### config.mk
export PLATFORM = sky130hd
export DESIGN_NAME = ifmap_spad_ring
export DESIGN_NICKNAME = d
export VERILOG_FILES = /design/src/rtl/ifmap_spad_ring.sv
export SDC_FILE = /design/constraint.sdc
export NUM_CORES = 1
export LEC_CHECK = 0
export ABC_AREA = 0
export CORE_ASPECT_RATIO = 1.5
export CORE_MARGIN = 2
export CORE_UTILIZATION = 45
export CTS_BUF_LIST = sky130_fd_sc_hd__clkbuf_8
export DETAILED_ROUTE_END_ITERATION = 8
export HOLD_SLACK_MARGIN = 0.08
export PLACE_DENSITY = 0.62
export SYNTH_ARGS = -nofsm -noshare
export SYNTH_HDL_FRONTEND = slang
export SYNTH_SLANG_ARGS = --single-unit
export TNS_END_PERCENT = 5
### constraint.sdc
create_clock -name clk -period 5 [get_ports clk]
set_input_delay 0.75 -clock clk [delete_from_list [all_inputs] [get_ports clk]]
set_output_delay 0.75 -clock clk [all_outputs]
set_load 0.05 [all_outputs]
### src/rtl/ifmap_spad_ring.sv
// ifmap_spad_ring: circular ifmap scratchpad with offset reads, windowed release and occupancy flags.
module ifmap_spad_ring #(
  parameter int DATA_W = 8,
  parameter int DEPTH = 64,
  localparam int AW = $clog2(DEPTH)
) (
  input  logic              clk,
  input  logic              rst,
  input  logic              clr,
  input  logic              wr_valid,
  output logic              wr_ready,
  input  logic [DATA_W-1:0] wr_data,
  input  logic              rd_en,
  input  logic [AW-1:0]     rd_offset,
  output logic [DATA_W-1:0] rd_data,
  output logic              rd_valid,
  output logic              rd_err,
  input  logic              rel_en,
  input  logic [AW:0]       rel_cnt,
  output logic              rel_err,
  output logic [AW:0]       count,
  output logic              full,
  output logic              empty
);
  logic [DATA_W-1:0] mem [DEPTH];
  logic [AW-1:0] head_q, head_d, tail_q, tail_d, rd_addr;
  logic [AW:0] count_q, count_d, rel_eff;
  logic [DATA_W-1:0] rd_data_q, rd_data_d;
  logic rd_valid_q, rd_valid_d, rd_err_q, rd_err_d, rel_err_q, rel_err_d;
  logic push_acc, resident;
  assign full = count_q == (AW+1)'(DEPTH);
  assign empty = count_q == '0;
  assign wr_ready = !full;
  assign count = count_q;
  assign rd_data = rd_data_q;
  assign rd_valid = rd_valid_q;
  assign rd_err = rd_err_q;
  assign rel_err = rel_err_q;
  assign push_acc = wr_valid && !full;
  assign resident = {1'b0, rd_offset} < count_q;
  assign rd_addr = head_q + rd_offset;
  // Releases are clamped to occupancy so count can never underflow.
  assign rel_eff = !rel_en ? '0 : (rel_cnt > count_q ? count_q : rel_cnt);
  always_comb begin
    head_d = clr ? '0 : head_q + rel_eff[AW-1:0];
    tail_d = clr ? '0 : tail_q + AW'(push_acc);
    count_d = clr ? '0 : count_q + (AW+1)'(push_acc) - rel_eff;
    rd_valid_d = !clr && rd_en;
    rd_err_d = !clr && rd_en && !resident;
    rd_data_d = (!clr && rd_en && resident) ? mem[rd_addr] : '0;
    rel_err_d = !clr && rel_en && (rel_cnt > count_q);
  end
  always_ff @(posedge clk or posedge rst) begin
    if (rst) begin
      head_q <= '0;
      tail_q <= '0;
      count_q <= '0;
      rd_data_q <= '0;
      rd_valid_q <= 1'b0;
      rd_err_q <= 1'b0;
      rel_err_q <= 1'b0;
    end else begin
      head_q <= head_d;
      tail_q <= tail_d;
      count_q <= count_d;
      rd_data_q <= rd_data_d;
      rd_valid_q <= rd_valid_d;
      rd_err_q <= rd_err_d;
      rel_err_q <= rel_err_d;
    end
  end
  always_ff @(posedge clk) begin
    if (push_acc && !clr && !rst) mem[tail_q] <= wr_data;
  end
endmodule

==> results.yml <==
sta:
  final-max-slew-violation-count: 0
  clock.fmax_mhz: 259
  relSlewSlack: 0.251
  fin_crit_sh: 0.771
  finalSetupTns_ns: 0
  hold_viol: 0
  setup_viol: 0
  finClkSkew_ns: 0.0257
  fin_crit_ns: 3.86
  worstMarginPinSlew_ns: 1.12
  rsz0062_at_grt: "no"
setup_path:
  path_class: "primary input to flip-flop"
  reg2reg_slack_ns: 1.21
  cp.arrival_ns: 4.42
  r2r-start: "count[1]"
  startpoint_type: "primary input"
  rr_worst_depth: 19
  end_kind: "flip-flop"
  crit_fanout: 4
  r2r-end: "count[6]"
  cp.required_ns: 5.56
yosys:
  syn_inst: 1185
  ys_warn_count: 0
  synth_area_mm2: 0.0224
  syn_nets: 1251
  synth_top_flop_cell: "edfxtp_1"
  ys_async_sr_fraction: 0.0554
  synth_top_area_frac: 0.688
  yosys-top-cells-area: "edfxtp_1 69%, mux4_2 13%, dfrtp_1 3.4%"
  synth_commonest_cells: "512 x edfxtp_1, 128 x mux4_2, 91 x nor2_1, 43 x nand2_1, 42 x a211o_1"
  ys_seq_area_frac: 0.721
  synth_seq_cells: 542
  synth_most_common_cell: "edfxtp_1"
  syn_area_per_cell_um2: 18.9
  synth_top_area_cell: "edfxtp_1"
  yosysUniqueCellTypes: 50
  synth_edf_count: 512
grt:
  grt_use_met1: 0.249
  grtUsageMet2: 0.350
  track_usage: 0.201
  grt_pass1_vias: 12000
  overflow: 0
  busiest_layer: "met2"
  met3_usage: 0.0296
  grt_max_degree: 71
  antenna_found_initial: 2
  grt_pass1_wl_mm: 75.1
drt:
  ant_nets: 0
  via_per_inst: 5.76
  detail_route.wirelength_mm: 50.8
  drtIter0Drc: 753
  num_vias: 11500
  drc: 0
  drt-pass1-iter-count: 5
  wl_per_cell_um: 25.5
final_layout:
  drive_gt1_frac: 0.206
  nNetsFinal: 1344
  fin_util: 0.506
  area_delta_synth_final_pct: 11.8
flow_run:
  maxCapViolCount: 0
floorplan:
  core_mm2: 0.0494
  die_area_mm2: 0.0515
  start_util: 0.452
  die_w_um: 186
  io_pins: 48
  die_height_um: 277
  row_count: 100
clocking:
  post_cts_resized: 0
  cts.path.max_buffers: 3
  ctsHoldBuffers: 0
  cts_sinks: 542
  clk_latency_ns: 0.63
  clock-root-buffer: "clkbuf_8"
  cts_tree: "built"
  post_cts_buffers: 0
  clkTransAtPathRegs_ns: 0.07
  htree_levels: 3
  cts_buffers: 75
place:
  gp_congestion: 0.777
  portBuffers: 47
  dp_hpwl_mm: 30.9
power:
  irDropWorstVdd_uv: 306
  p_leak_uw: 0.00823
  p_per_area_mw_per_mm2: 521
worst_hold_path:
  hold_path.class: "primary input to async pin"
run_status:
  status: "complete, no violations"
## metal layers
metal | vias up | part of all wire
met5 | - | 0.00028
met4 | 2 | 0.031
li1 | 5005 | -
met3 | 97 | 0.052
met2 | 366 | 0.53
met1 | 6013 | 0.39
## sequential cells by signal, indices dropped and copies added (netlist names)
signal / count
rd_valid: 1
rel_err: 1
rd_err: 1
count: 7
rd_data: 8
head_q: 6
tail_q: 6
mem: 512
## cell usage in the layout (no fill, tap or decap), types with 30 or more instances in the layout
cell type / count
nand2_1: 43
ha_1: 35
mux4_2: 128
clkdlybuf4s50_1: 39
buf_4: 30
clkbuf_8: 77
dfrtp_1: 30
inv_1: 47
a211o_1: 42
nor2_1: 90
edfxtp_1: 512
## power by group
group	internal (uW)	leakage, uW	switching, uW	total [uW]
clock network	1480	0.000767	1610	3090
logic	2020	0.00245	2790	4820
registers	5050	0.00500	73.3	5120
total	8550	0.00823	4470	13000
## cell type report
| class | instances | area [um^2] |
|---|---|---|
| inverter | 20 | 75.1 |
| clock inverter | 52 | 250 |
| fill | 3999 | 24400 |
| tap | 663 | 830 |
| sequential | 542 | 16100 |
| multi-input combinational | 555 | 5870 |
| antenna | 1 | 2.50 |
| timing repair buffer | 84 | 796 |
| clock buffer | 77 | 1060 |
## logic make-up after synthesis
logic type | count (synthesis) | share of synthesized area
DFF | 542 | 0.721
and+or+nand+nor | 183 | 0.0363
AOI/OAI and AO/OA | 170 | 0.0560
muxes | 149 | 0.138
buffers and inverters | 88 | 0.0196
adders and majority gates | 39 | 0.0228
xor gates and xnor gates | 14 | 0.00582
## worst max-delay path by stage
stage               start        to  slack (ns)  cells after the start
6_report       rel_cnt[1]  count[6]        1.14                     19
5_1_grt        rel_cnt[1]  count[6]        0.88                     19
4_1_cts        rel_cnt[1]  count[6]        1.17                     19
3_5_place_dp   rel_cnt[1]  count[6]        0.49                     19
3_3_place_gp   rel_cnt[1]  count[6]        0.56                     19
2_1_floorplan    count[1]  count[6]        1.10                     19
## through the flow
step	setup slack, ns	cell area (um^2)	power (uW)	instances	hold WS, ns
final	1.14	25000	13000	1994	0.447
after global placement	0.563	23700	10000	1864	0.615
after CTS	1.17	25000	13100	1993	0.405
after detailed placement	0.489	23700	10100	1864	0.659
after floorplan	1.10	22400	8510	1185	0.589
after global routing	0.882	25000	13600	1994	0.463
## critical path, stage by stage
cell	delay, ns
clkdlybuf4s50_1	0.44
ha_1	0.31
nor2b_1	0.13
o211ai_1	0.09
a21o_1	0.20
a21oi_2	0.28
mux2i_1	0.22
nor2_1	0.08
ha_1	0.28
inv_1	0.06
ha_1	0.16
inv_1	0.06
fa_1	0.43
nor2b_1	0.16
o21ai_0	0.13
a21oi_1	0.19
o21ai_0	0.13
a22o_1	0.20
a21oi_1	0.13
Note: power is estimated with default switching activity, not from simulation.
